`src/rtl/fare_account.sv`:
```
// rtl/fare_account.sv - fare card account table with tap/debit FSM and top-up handshake (optional FARE_TXN_COUNT_EN)
module fare_account #(
    parameter int NUM_CARDS = 8,
    parameter int BAL_W     = 8,
    parameter int FARE      = 3,
    parameter int TIMEOUT   = 4,
    localparam int ID_W     = (NUM_CARDS > 1) ? $clog2(NUM_CARDS) : 1
) (
    input  logic             clk,
    input  logic             rst,
    input  logic             nfc,
    input  logic [ID_W-1:0]  card_id,
    output logic             card_active,
    output logic             fund_enough,
    input  logic             reduce_bal,
    output logic             busy,
    output logic             debit_done,
    output logic             debit_err,
    input  logic             topup_valid,
    input  logic [ID_W-1:0]  topup_id,
    input  logic [BAL_W-1:0] topup_amt,
`ifdef FARE_TXN_COUNT_EN
    output logic [15:0]      txn_count,
`endif
    output logic             topup_ready
);

    localparam int TMR_W = (TIMEOUT > 1) ? $clog2(TIMEOUT) : 1;
    localparam logic [TMR_W-1:0] TMR_LAST  = TMR_W'(TIMEOUT - 1);
    localparam logic [ID_W:0]    NUM_C     = (ID_W + 1)'(NUM_CARDS);
    localparam logic [BAL_W-1:0] FARE_AMT  = BAL_W'(FARE);
    localparam logic [BAL_W-1:0] BAL_MAX   = {BAL_W{1'b1}};

    typedef enum logic [1:0] {IDLE, HOLD, DEBIT} state_t;

    state_t             state, state_next;
    logic [BAL_W-1:0]   bal    [NUM_CARDS];
    logic               active [NUM_CARDS];
    logic [ID_W-1:0]    cur_id;
    logic [TMR_W-1:0]   timer;
    logic               reduce_q;
    logic               rise;
    logic               tap, refuse;
    logic               tap_exists, topup_exists;
    logic               topup_fire;
    logic [BAL_W:0]     topup_sum;

    assign rise         = reduce_bal & ~reduce_q;
    assign busy         = (state != IDLE);
    assign topup_ready  = (state == IDLE) && !nfc;
    assign topup_fire   = topup_valid && topup_ready;
    assign tap_exists   = ({1'b0, card_id} < NUM_C);
    assign topup_exists = ({1'b0, topup_id} < NUM_C);
    assign topup_sum    = {1'b0, bal[topup_id]} + {1'b0, topup_amt};

    always_ff @(posedge clk) begin
        if (rst) begin
            state <= IDLE;
        end else begin
            state <= state_next;
        end
    end

    always_comb begin
        state_next = state;
        tap        = 1'b0;
        refuse     = 1'b0;
        case (state)
            IDLE: begin
                if (nfc) begin
                    state_next = HOLD;
                    tap        = 1'b1;
                end
            end
            HOLD: begin
                if (rise) begin
                    if (card_active && fund_enough) begin
                        state_next = DEBIT;
                    end else begin
                        state_next = IDLE;
                        refuse     = 1'b1;
                    end
                end else if (timer == TMR_LAST) begin
                    state_next = IDLE;
                end
            end
            DEBIT:   state_next = IDLE;
            default: state_next = IDLE;
        endcase
    end

    // The debit is committed on the edge leaving DEBIT, so a reset during DEBIT wins.
    always_ff @(posedge clk) begin
        if (rst) begin
            for (int i = 0; i < NUM_CARDS; i++) begin
                bal[i]    <= '0;
                active[i] <= 1'b0;
            end
            cur_id      <= '0;
            timer       <= '0;
            reduce_q    <= 1'b0;
            card_active <= 1'b0;
            fund_enough <= 1'b0;
            debit_done  <= 1'b0;
            debit_err   <= 1'b0;
`ifdef FARE_TXN_COUNT_EN
            txn_count   <= '0;
`endif
        end else begin
            reduce_q   <= reduce_bal;
            debit_done <= 1'b0;
            debit_err  <= refuse;
            if (tap) begin
                cur_id      <= card_id;
                timer       <= '0;
                card_active <= tap_exists && active[card_id];
                fund_enough <= tap_exists && active[card_id] && (bal[card_id] >= FARE_AMT);
            end
            if (state == HOLD) begin
                timer <= timer + TMR_W'(1);
            end
            if (state == DEBIT) begin
                bal[cur_id] <= bal[cur_id] - FARE_AMT;
                debit_done  <= 1'b1;
`ifdef FARE_TXN_COUNT_EN
                txn_count   <= txn_count + 16'd1;
`endif
            end
            if (state != IDLE && state_next == IDLE) begin
                card_active <= 1'b0;
                fund_enough <= 1'b0;
            end
            if (topup_fire && topup_exists) begin
                bal[topup_id]    <= topup_sum[BAL_W] ? BAL_MAX : topup_sum[BAL_W-1:0];
                active[topup_id] <= 1'b1;
            end
        end
    end

endmodule

```
`config.mk`:
```
export PLATFORM = sky130hd
export DESIGN_NAME = fare_account
export DESIGN_NICKNAME = d
export VERILOG_FILES = /design/src/rtl/fare_account.sv
export SDC_FILE = /design/constraint.sdc
export NUM_CORES = 1
export LEC_CHECK = 0
export ABC_AREA = 1
export CORE_MARGIN = 1.5
export CORE_UTILIZATION = 55
export CTS_BUF_LIST = sky130_fd_sc_hd__clkbuf_8
export DETAILED_ROUTE_END_ITERATION = 8
export MAX_ROUTING_LAYER = met4
export PLACE_DENSITY = 0.77
export SLEW_MARGIN = 20
export SYNTH_ARGS = -nofsm -noshare
export SYNTH_HDL_FRONTEND = slang
export SYNTH_SLANG_ARGS = --single-unit
```
`constraint.sdc`:
```
create_clock -name clk -period 3.65 [get_ports clk]
set_clock_uncertainty 0.1 [all_clocks]
set_input_delay 1.095 -clock clk [delete_from_list [all_inputs] [get_ports clk]]
set_output_delay 1.095 -clock clk [all_outputs]
set_load 0.005 [all_outputs]
```
**Yosys cells after proc, flatten, opt, wreduce, memory -nomap -nowiden**

Memories as Yosys holds them, arrays and structs flattened. A register that Yosys moved wholly into a read port is not among the register bits.
Index checks and enable logic that the tools add are counted.

- Output and inout port bits: 6
- Bits of input ports: 19
- Memories kept: 2
- Word-level logic and storage cells: 66
- Register bits after elaboration: 12
- Memory bits (writable): 72

- Reductions and logical operators: 15
- Muxes and demuxes: 30
- Bitwise gates (word level): 4
- Eq/ne operators: 3
- Order comparisons: 1
- Add/sub/neg operators: 3

Memory list:

| memory | depth | bits a word | read ports | clocked after Yosys merged registers in | wr ports | RTL line | RTL |
|---|---|---|---|---|---|---|---|
| bal | 8 | 8 | 3 | 1 | 8 | 37 | `logic [BAL_W-1:0] bal [NUM_CARDS];` |
| active | 8 | 1 | 1 | 0 | 8 | 38 | `logic active [NUM_CARDS];` |

Operators by type and width:

| operator | number |
|---|---|
| 2-to-1 mux 8 bit | 3 |
| OR reduction 8 bit | 2 |
| 2-to-1 mux 1 bit | 15 |
| 2-to-1 mux 3 bit | 5 |
| 2-to-1 mux 2 bit | 6 |
| adder 8 x 8 -> 9 bit | 1 |
| >= comparator 8 x 2 -> 1 bit (second input constant) | 1 |
| subtractor 8 x 2 -> 8 bit (second input constant) | 1 |
| logical AND 1 bit | 5 |
| equality test 2 bit (second input constant) | 2 |
| logical NOT 2 bit | 2 |
| case mux 2 bit (2 select lines) | 1 |
| nonzero test 2 bit | 2 |
| inverter 1 bit | 3 |
| OR reduction 3 bit | 1 |
| adder 2 x 1 -> 2 bit (second input constant) | 1 |
| equality test 2 x 1 -> 1 bit (second input constant) | 1 |
| OR reduction 2 bit | 1 |
| bitwise AND 1 bit | 1 |
| logical NOT 1 bit | 1 |
| OR reduction 1 bit | 1 |

**Logic depth before layout (Yosys ltp)**

Gate-level depths: netlist (run 1).

- Depth after elaboration: 8
- Gate-level depth with buffers: 17

**Least setup slack after synthesis (run 1)**

No wires, ideal clock.

- Path kind: in2reg
- Start point: in topup_id[0]
- End point: mem bal[0][2], data pin
- Library setup time: 0.270 ns
- Arrival time: 3.509 ns
- Slack: -0.229 ns
- Stages on the path: 16
- Path through: buf_2 -> inv_1 -> clkbuf_1 -> a21oi_1 -> o21ai_0 -> o2111ai_1 -> ha_1 -> fa_1 -> nand4_1 -> nand3_1 -> nand2_1 -> nand2_1 -> nand2_1 -> nand2_2 -> o21ai_1 -> nor2_1

RTL lines:

| element | RTL line | RTL |
|---|---|---|
| start: declaration | 20 | `input logic [ID_W-1:0] topup_id,` |
| end: declaration | 37 |  |

==> results of run 1 <==
synthesized netlist by cell type, types with 2 or more instances:
master and count:
inv_2 6, o21ai_2 3, nand2_1 118, o22ai_2 2
buf_4 3, nor2_2 6, edfxtp_1 64, nand2_2 6
clkinv_1 2, a32o_1 4, a21oi_1 46, a31oi_1 2
or2_2 3, o2111ai_1 2, nor2_4 2, xor2_1 5
nand3_1 61, inv_1 87, nor3_1 10, nand2_4 5
o22ai_1 2, clkbuf_1 10, dfxtp_1 23, nor4_1 4
nand4_1 13, buf_2 5, nor2_1 93, o211ai_1 2
ha_1 10, o21ai_0 54, o21ai_1 2, buf_6 3
timing repair:
action / in CTS / in global routing
hold buffers: 0 / 0
pin swaps: 5 / 5
hold endpoints to repair: 0 / 0
setup buffers: 2 / 1
setup endpoints to repair: 64 / 28
resized for setup: 30 / 7
state kept, by name, indices dropped and copies added, names as in the netlist, named ones only:
register,cells
bal,64
cur_id,3
active,8
debit_done,1
timer,2
card_active,1
state,2
reduce_q,1
fund_enough,1
debit_err,1
through the flow:
stage / hold slack [ps] / area, µm² / setup WS (ps) / cells / total power [mW]
4_1_cts: 371 / 6260 / 168 / 873 / 2.62
6_report: 369 / 6320 / 115 / 874 / 2.66
3_3_place_gp: 340 / 5970 / -530 / 855 / 1.85
3_5_place_dp: 346 / 5970 / -592 / 855 / 1.87
5_1_grt: 379 / 6320 / -5.99 / 874 / 2.76
2_1_floorplan: 323 / 5240 / -17.1 / 668 / 1.55
worst max-delay path, cell delays in order:
cell           delay [ps]
dlygate4sd2_1         270
buf_6                 150
buf_2                 160
o21ai_1               160
o2111ai_1             140
ha_2                  210
fa_2                  360
nand4_1               100
nand3_1               100
nand2_1                80
nand2_1                70
nand2_2               130
nand2_4               120
o21ai_4               200
buf_4                 150
nor2_1                 60
area by class of cell:
cell class | instances | area share, %
multi-input cells | 465 | 39.0
flip-flops and latches | 87 | 37.7
repair buffers | 82 | 11.6
inverters | 95 | 5.66
well taps | 129 | 2.55
clock buffers | 9 | 1.96
clock inverters | 7 | 1.49
power breakdown:
part	switching, mW	internal (mW)	leakage (nW)
Combinational	0.465	0.295	1.83
Sequential	0.0401	1.10	0.851
Clock	0.364	0.387	0.109
routing by layer:
| layer | GRT usage (%) | share of wire, % |
|---|---|---|
| met1 | 50.0 | 41 |
| met2 | 55.2 | 47 |
| met3 | 6.66 | 11 |
| met4 | 8.99 | 1.9 |
| met5 | - | 0 |
logic make-up after synthesis:
group	after synthesis
flip-flops	87
adder cells (fa/ha/maj)	11
buffers and inverters	116
XOR/XNOR	5
AND/OR/NAND/NOR	325
AO/OA/AOI/OAI	124
worst min-delay path by stage:
stage / from / end / slack, ps / cells past startpoint
after floorplan: active[5]$_DFF_P_ / active[5]$_DFF_P_ / 320 / 2
after global placement: active[5]$_DFF_P_ / active[5]$_DFF_P_ / 340 / 2
after detailed placement: active[7]$_DFF_P_ / active[7]$_DFF_P_ / 350 / 2
after CTS: active[7]$_DFF_P_ / active[7]$_DFF_P_ / 370 / 2
after global routing: active[2]$_DFF_P_ / active[2]$_DFF_P_ / 380 / 1
final: active[2]$_DFF_P_ / active[2]$_DFF_P_ / 370 / 1
==> impl_metrics.csv, run 1 <==
group,metric,value,unit
yosys,ys_seq_elements,87,
clock_tree,cts_root_buf,"clkbuf_8",
final_layout,fin_nets,770,
routing,vias,5113,
timing,worst_slew_pin_slew,585,ps
yosys,avgSynthCellArea,7.83,µm²
outcome,status,"complete, no violations",
timing,max_freq,283,MHz
yosys,yosysTopAreaCell,"edfxtp_1",
yosys,synth_top_family_by_area,"simple AND/OR/NAND/NOR gates",
yosys,synthSimpleGateAreaFrac,28.3,%
die,die-height,101,µm
clock_tree,cts_tree,"built",
timing,rsz0062_at_grt,"yes",
yosys,ys.flop_type,"edfxtp_1",
power,power_density,420,nW/µm²
clock_tree,cts_buffers,9,
yosys,syn-num-nets,698,
yosys,synthAdderAreaFrac,2.78,%
yosys,yosysWarnings,0,
final_layout,diodes,0,
yosys,synth_xor_area_share,0.837,%
setup_path,worstSetupPathType,"primary input to flip-flop",
routing,first_pass_iters,6,
yosys,synth-compound-area-share,13.5,%
yosys,yosysTopAreaCellShare,36.7,%
placed_design,post-dp-hpwl,13200,µm
clock_tree,clockBufferDepth,2,
clock_tree,clock_latency,360,ps
final_layout,multi_input_area,2470,µm²
setup_path,critPathCapture,"bal[6][3]$_SDFFCE_PN0P_",
yosys,netlist_area,5230,µm²
setup_path,r2r_setup_slack,870,ps
grt,antenna_found_initial,0,
yosys,synthMuxAreaShare,0,%
setup_path,cp-start-kind,"primary input",
routing,drt_iter0_markers,815,
timing,finalSetupViolCount,0,
timing,period_minus_slack,3540,ps
setup_path,end_kind,"flip-flop",
timing,relSlewSlack,60.6,%
routing,routed_wl,17100,µm
final_layout,regArea,2380,µm²
yosys,synth_enable_flop_cells,64,
timing,finalHoldViolCount,0,
clock_tree,h-tree-depth,3,
timing,drv_slew,0,
grt,track_usage,36.0,%
setup_path,worstPathArrival,3540,ps
placed_design,routabilityCongestion,1.10,
routing,post_drt_wl_per_cell,19.5,µm
grt,grt_pass1_wl,25900,µm
setup_path,reg2reg_depth,15,
final_layout,fillCellCount,759,
yosys,synth.top_cells.by_area,"edfxtp_1 37%, dfxtp_1 8.8%, nand2_1 8.5%",
grt,grt_pass1_vias,4686,
grt,overflow,0,
final_layout,final_cell_mix,"115 x nand2_1, 90 x nor2_1, 85 x inv_1",
routing,drc,0,
clock_tree,worst_setup_hold_path_clk_slew,100,ps
routing,ant_nets,0,
die,initial_utilization,56.6,%
timing,finalCritPeriodShare,96.9,%
die,fp.dieW,101,µm
routing,routed_via_density,5.85,
setup_path,reg2reg_from,"bal[7][0]$_SDFFCE_PN0P_",
final_layout,syn2layout_area_growth,20.8,%
final_layout,final_common_cell,"nand2_1",
setup_path,cp.required,3660,ps
die,core-area,9240,µm²
yosys,synth.distinct_cells,42,
final_layout,final_core_util,68.4,%
grt,grt_max_degree,38,
yosys,async_flop_share,0,%
yosys,ys_seq_area_share,45.6,%
timing,finalSetupTns,0,ps
yosys,syn_inst,668,
flow_run,max_cap_viol_count,0,
die,die_area,10100,µm²
setup_path,worstReg2RegEnd,"bal[6][3]$_SDFFCE_PN0P_",
power,vdd_ir_drop_max,0.000459,V
final_layout,drive_above_1_share,16.8,%
worst_hold_path,hp-class,"flip-flop to flip-flop",
setup_path,crit_fanout,6,
die,ios,25,
clock_tree,cts.sinks,87,
die,rows,35,
placed_design,portBuffers,24,
setup_path,startpoint,"topup_id[0]",
power,p_leak,2.79,nW
(Power assumes the default switching activity.)
==> inputs of run 2 (changes only) <==
--- a/config.mk
+++ b/config.mk
@@ -7,11 +7,10 @@
 export LEC_CHECK = 0
 export ABC_AREA = 1
 export CORE_MARGIN = 1.5
-export CORE_UTILIZATION = 55
+export CORE_UTILIZATION = 35
 export CTS_BUF_LIST = sky130_fd_sc_hd__clkbuf_8
 export DETAILED_ROUTE_END_ITERATION = 8
-export MAX_ROUTING_LAYER = met4
-export PLACE_DENSITY = 0.77
+export PLACE_DENSITY = 0.53
 export SLEW_MARGIN = 20
 export SYNTH_ARGS = -nofsm -noshare
 export SYNTH_HDL_FRONTEND = slang
==> run 2 against run 1 <==
Net effect: worst setup slack better by 30 ps; wire length increased by 6.9%; fmax is 0.86% higher; core utilization down 24 points; critical endpoint is now bal[1][1]$_SDFFCE_PN0P_; via count is 3.7% lower; sequential share of layout area down 0.85 points; highest routed layer unchanged; worst hold slack got worse by 5.1 ps; critical path depth up 2.
==> impl_metrics.csv, run 2 (same netlist as run 1, synthesis figures left out) <==
group,metric,value,unit
clock_tree,cts_tree,"built",
worst_hold_path,hold_depth,2,
final_layout,final_cell_mix,"115 x nand2_1, 91 x nor2_1, 85 x inv_1",
timing,finalSetupViolCount,0,
placed_design,dp_slack,-777,ps
placed_design,place_inst,910,
setup_path,cp-start-kind,"primary input",
power,p_clk_share,29.5,%
clock_tree,cts_buffers,9,
timing,finalSetupTns,0,ps
power,total_power,2.75,mW
power,p_leak,2.85,nW
timing,hold-worst-slack,364,ps
final_layout,final_common_cell,"nand2_1",
setup_path,worstPathArrival,3540,ps
clock_tree,clockBufferDepth,2,
power,power_density,426,nW/µm²
clock_tree,h-tree-depth,3,
timing,setup_ws,145,ps
clock_tree,cts.sinks,87,
placed_design,routabilityCongestion,0.970,
final_layout,syn2layout_area_growth,23.6,%
final_layout,regMostFlops,"bal",
grt,grt_max_degree,38,
setup_path,cp.required,3680,ps
worst_hold_path,hp-class,"flip-flop to flip-flop",
timing,finalHoldViolCount,0,
final_layout,largest_reg_flops,64,
clock_tree,clock_latency,380,ps
outcome,status,"complete, no violations",
routing,routed_wl,18200,µm
final_layout,final_core_util,44.3,%
power,seq_power_share,41.6,%
final_layout,reg_top3,"bal x64, active x8, cur_id x3",
grt,grt_pass1_vias,4572,
setup_path,worstSetupPathType,"primary input to flip-flop",
grt,grt_pass1_wl,27600,µm
final_layout,postLayoutCellArea,6460,µm²
routing,vias,4922,
routing,ant_nets,0,
die,fp.dieW,125,µm
placed_design,post-dp-hpwl,14000,µm
grt,antenna_found_initial,0,
power,p_sw_share,31.7,%
routing,post_drt_wl_per_cell,19.5,µm
setup_path,reg2reg_depth,12,
final_layout,diodes,0,
setup_path,r2r_setup_slack,830,ps
power,vdd_ir_drop_max,0.000312,V
clock_tree,worst_setup_hold_path_clk_slew,80,ps
placed_design,place_area,6060,µm²
setup_path,crit_fanout,8,
timing,period_minus_slack,3510,ps
setup_path,end_kind,"flip-flop",
placed_design,portBuffers,24,
die,die-height,125,µm
clock_tree,cts_root_buf,"clkbuf_8",
die,ios,25,
grt,track_usage,23.6,%
power,p_sw,872,µW
final_layout,fin_nets,773,
power,power.internal,1.88,mW
routing,drc,0,
flow_run,max_cap_viol_count,0,
timing,relSlewSlack,63.6,%
timing,worst_slew_pin_slew,540,ps
grt,overflow,0,
die,rows,44,
die,initial_utilization,35.8,%
timing,drv_slew,0,
final_layout,final_cells,932,
routing,routed_via_density,5.28,
die,die_area,15700,µm²
timing,finalCritPeriodShare,96.0,%
final_layout,drive_above_1_share,17.1,%
routing,first_pass_iters,5,
power,combPwrFrac,28.8,%
routing,drt_iter0_markers,412,
die,core-area,14600,µm²
timing,max_freq,285,MHz
run 2: worst paths after layout:
path / from / to
setup / recovery: topup_id[2] / bal[1][1]$_SDFFCE_PN0P_
hold / removal: active[5]$_DFF_P_ / active[5]$_DFF_P_
setup reg to reg: bal[7][5]$_SDFFCE_PN0P_ / bal[1][1]$_SDFFCE_PN0P_
hold reg to reg: active[5]$_DFF_P_ / active[5]$_DFF_P_
run 2: repair_timing:
action	4_1_cts	5_1_grt
pin swaps	11	12
endpoints found under the setup margin	64	64
resized for setup	27	9
buffers inserted	3	2
gates cloned	1	0
hold buffers	0	0
run 2: per-layer routing:
layer  vias to the layer above  GRT usage (%)  wire length [µm]
met2                       214           35.7              7990
met4                         0           8.02               484
met3                        29           4.28              1460
met1                      2292           34.1              8290
li1                       2387              -                 -
met5                         -              0                 0
run 2: critical path, stage by stage:
cell             delay, ps
clkdlybuf4s15_1        210
buf_4                  170
inv_1                   90
nor2_4                  60
buf_4                  130
o21ai_0                 90
o2111ai_1              180
ha_2                   230
fa_2                   370
nand4_1                100
nand3_1                 90
nand2_1                 70
nand2_1                 60
nand2_2                100
nand2_4                110
o22ai_2                130
buf_4                  200
nor2_1                  50
run 2: cell type report:
cell class	instances	area, µm²
Fill cell	1437	8120
Multi-Input combinational cell	465	2440
Sequential cell	87	2380
Timing Repair Buffer	85	791
Inverter	95	375
Tap cell	184	230
Clock buffer	9	124
Clock inverter	7	119
run 2: power groups by stage:
stage	logic (mW)	clock network (mW)	registers, mW
detailed placement	0.745	0	1.17
floorplan	0.402	0	1.14
global route	0.861	0.864	1.15
global placement	0.746	0	1.17
finish	0.793	0.813	1.15
CTS	0.775	0.828	1.14
==> inputs of run 3 (changes only) <==
--- a/config.mk
+++ b/config.mk
@@ -9,8 +9,10 @@
 export CORE_MARGIN = 1.5
 export CORE_UTILIZATION = 35
 export CTS_BUF_LIST = sky130_fd_sc_hd__clkbuf_8
+export CTS_CLUSTER_SIZE = 20
 export DETAILED_ROUTE_END_ITERATION = 8
 export PLACE_DENSITY = 0.53
+export RECOVER_POWER = 100
 export SLEW_MARGIN = 20
 export SYNTH_ARGS = -nofsm -noshare
 export SYNTH_HDL_FRONTEND = slang
==> run 3 against run 2 <==
Net effect: clock power barely moved; critical path depth down 15; cell count unchanged; register-to-register slack about the same; first-iteration DRC count increased by 4.9%; core utilization down 0.57 points; flip-flop and latch count unchanged; sequential share of layout area grew 0.48 points; combinational power shrank 3.9%; die area is the same; cell area down 1.3%; critical endpoint is now topup_ready; largest power group unchanged; highest routed layer unchanged.
==> impl_metrics.csv, run 3 (same netlist as run 1, synthesis figures left out) <==
group,metric,value,unit
clock_tree,ctsHoldBuffers,0,
grt,grt_max_degree,38,
power,seq_power_share,42.1,%
timing,finalHoldViolCount,0,
die,fp.dieW,125,µm
final_layout,largest_reg_flops,64,
grt,antenna_found_initial,0,
final_layout,final_common_cell,"nand2_1",
placed_design,post-dp-hpwl,14000,µm
die,rows,44,
placed_design,portBuffers,24,
timing,hold-worst-slack,365,ps
routing,ant_nets,0,
power,p_sw,866,µW
setup_path,worstSetupPathType,"primary input to primary output",
routing,vias,4956,
grt,grt_pass1_wl,27600,µm
timing,max_freq,280,MHz
final_layout,drive_above_1_share,15.9,%
grt,grt_pass1_vias,4572,
timing,finalSetupViolCount,0,
clock_tree,clock_latency,380,ps
final_layout,final_core_util,43.7,%
setup_path,cp.required,2450,ps
timing,period_minus_slack,3570,ps
power,p_sw_share,31.8,%
setup_path,cp-start-kind,"primary input",
final_layout,reg_top3,"bal x64, active x8, cur_id x3",
power,power_density,427,nW/µm²
flow_run,max_cap_viol_count,0,
routing,post_drt_wl_per_cell,19.5,µm
power,combPwrFrac,28.0,%
final_layout,final_cell_mix,"118 x nand2_1, 91 x nor2_1, 87 x inv_1",
power,power.internal,1.86,mW
routing,drc,0,
final_layout,diodes,0,
clock_tree,worst_setup_hold_path_clk_slew,80,ps
routing,routed_wl,18200,µm
timing,relSlewSlack,37.0,%
routing,drt_iter0_markers,432,
power,p_leak,2.82,nW
power,p_clk_share,30.0,%
clock_tree,clockBufferDepth,2,
die,initial_utilization,35.8,%
die,die-height,125,µm
clock_tree,cts_tree,"built",
timing,worst_slew_pin_slew,945,ps
routing,first_pass_iters,5,
worst_hold_path,hp-class,"flip-flop to flip-flop",
clock_tree,cts.sinks,87,
grt,overflow,0,
die,ios,25,
setup_path,worstPathArrival,2370,ps
timing,drv_slew,0,
setup_path,end_kind,"primary output",
clock_tree,cts_root_buf,"clkbuf_8",
power,vdd_ir_drop_max,0.000313,V
placed_design,routabilityCongestion,0.970,
final_layout,syn2layout_area_growth,22.0,%
setup_path,crit_fanout,2,
grt,track_usage,23.6,%
die,die_area,15700,µm²
timing,finalCritPeriodShare,97.8,%
final_layout,fin_nets,773,
routing,routed_via_density,5.32,
die,core-area,14600,µm²
clock_tree,h-tree-depth,3,
final_layout,regMostFlops,"bal",
clock_tree,cts_buffers,9,
outcome,status,"complete, no violations",
[run 3: repair_timing]
action / CTS / global route
endpoints found under the hold margin: 0 / 0
endpoints found under the setup margin: 64 / 64
pin swaps: 11 / 12
resized for setup: 27 / 9
gates cloned: 1 / 0
setup buffers: 3 / 2
[run 3: critical path, stage by stage]
cell and delay, ps:
dlygate4sd3_1 590, nor2_4 120, dlygate4sd3_1 570
[run 3: per-layer routing]
metal | global-route usage [%] | up-vias | share of wire, % | wire length, µm
met1 | 34.1 | 2320 | 46 | 8310
met2 | 35.7 | 223 | 44 | 8010
met3 | 4.28 | 22 | 8.0 | 1460
met5 | 0 | - | 0 | 0
met4 | 8.02 | 0 | 2.1 | 388
li1 | - | 2391 | - | -
[run 3: area by class of cell]
| type | count | area [µm²] |
|---|---|---|
| fill | 1448 | 8210 |
| multi-input combinational | 465 | 2390 |
| sequential | 87 | 2380 |
| timing repair buffer | 85 | 757 |
| inverter | 95 | 375 |
| tap | 184 | 230 |
| clock buffer | 9 | 124 |
| clock inverter | 7 | 119 |
[run 3: metrics by stage]
step | setup slack, ps | area, µm² | std cells | power, mW | TNS (ps)
final | 80.0 | 6380 | 932 | 2.72 | 0
after global routing | -11.7 | 6380 | 932 | 2.84 | -32.4
after CTS | 41.7 | 6420 | 930 | 2.75 | 0
after detailed placement | -777 | 6060 | 910 | 1.91 | -44850
after global placement | -792 | 6060 | 910 | 1.91 | -44720
after floorplan | -17.1 | 5240 | 668 | 1.55 | -323
[run 3: worst paths after layout]
kind                                           endpoint  slack, ps  depth (start not counted)               startpoint
worst max-delay path                        topup_ready         80                          3                      nfc
worst min-delay path                  active[5]$_DFF_P_        360                          2        active[5]$_DFF_P_
worst max register to register  bal[5][0]$_SDFFCE_PN0P_        830                         12  bal[7][5]$_SDFFCE_PN0P_
worst min register to register        active[5]$_DFF_P_        360                          2        active[5]$_DFF_P_
[run 3: power by group through the flow]
stage                     logic [mW]  registers (mW)  clock network [mW]
after floorplan                0.402            1.14                   0
after global placement         0.746            1.17                   0
after detailed placement       0.745            1.17                   0
after CTS                      0.775            1.14               0.828
after global routing           0.831            1.15               0.864
final                          0.762            1.15               0.816
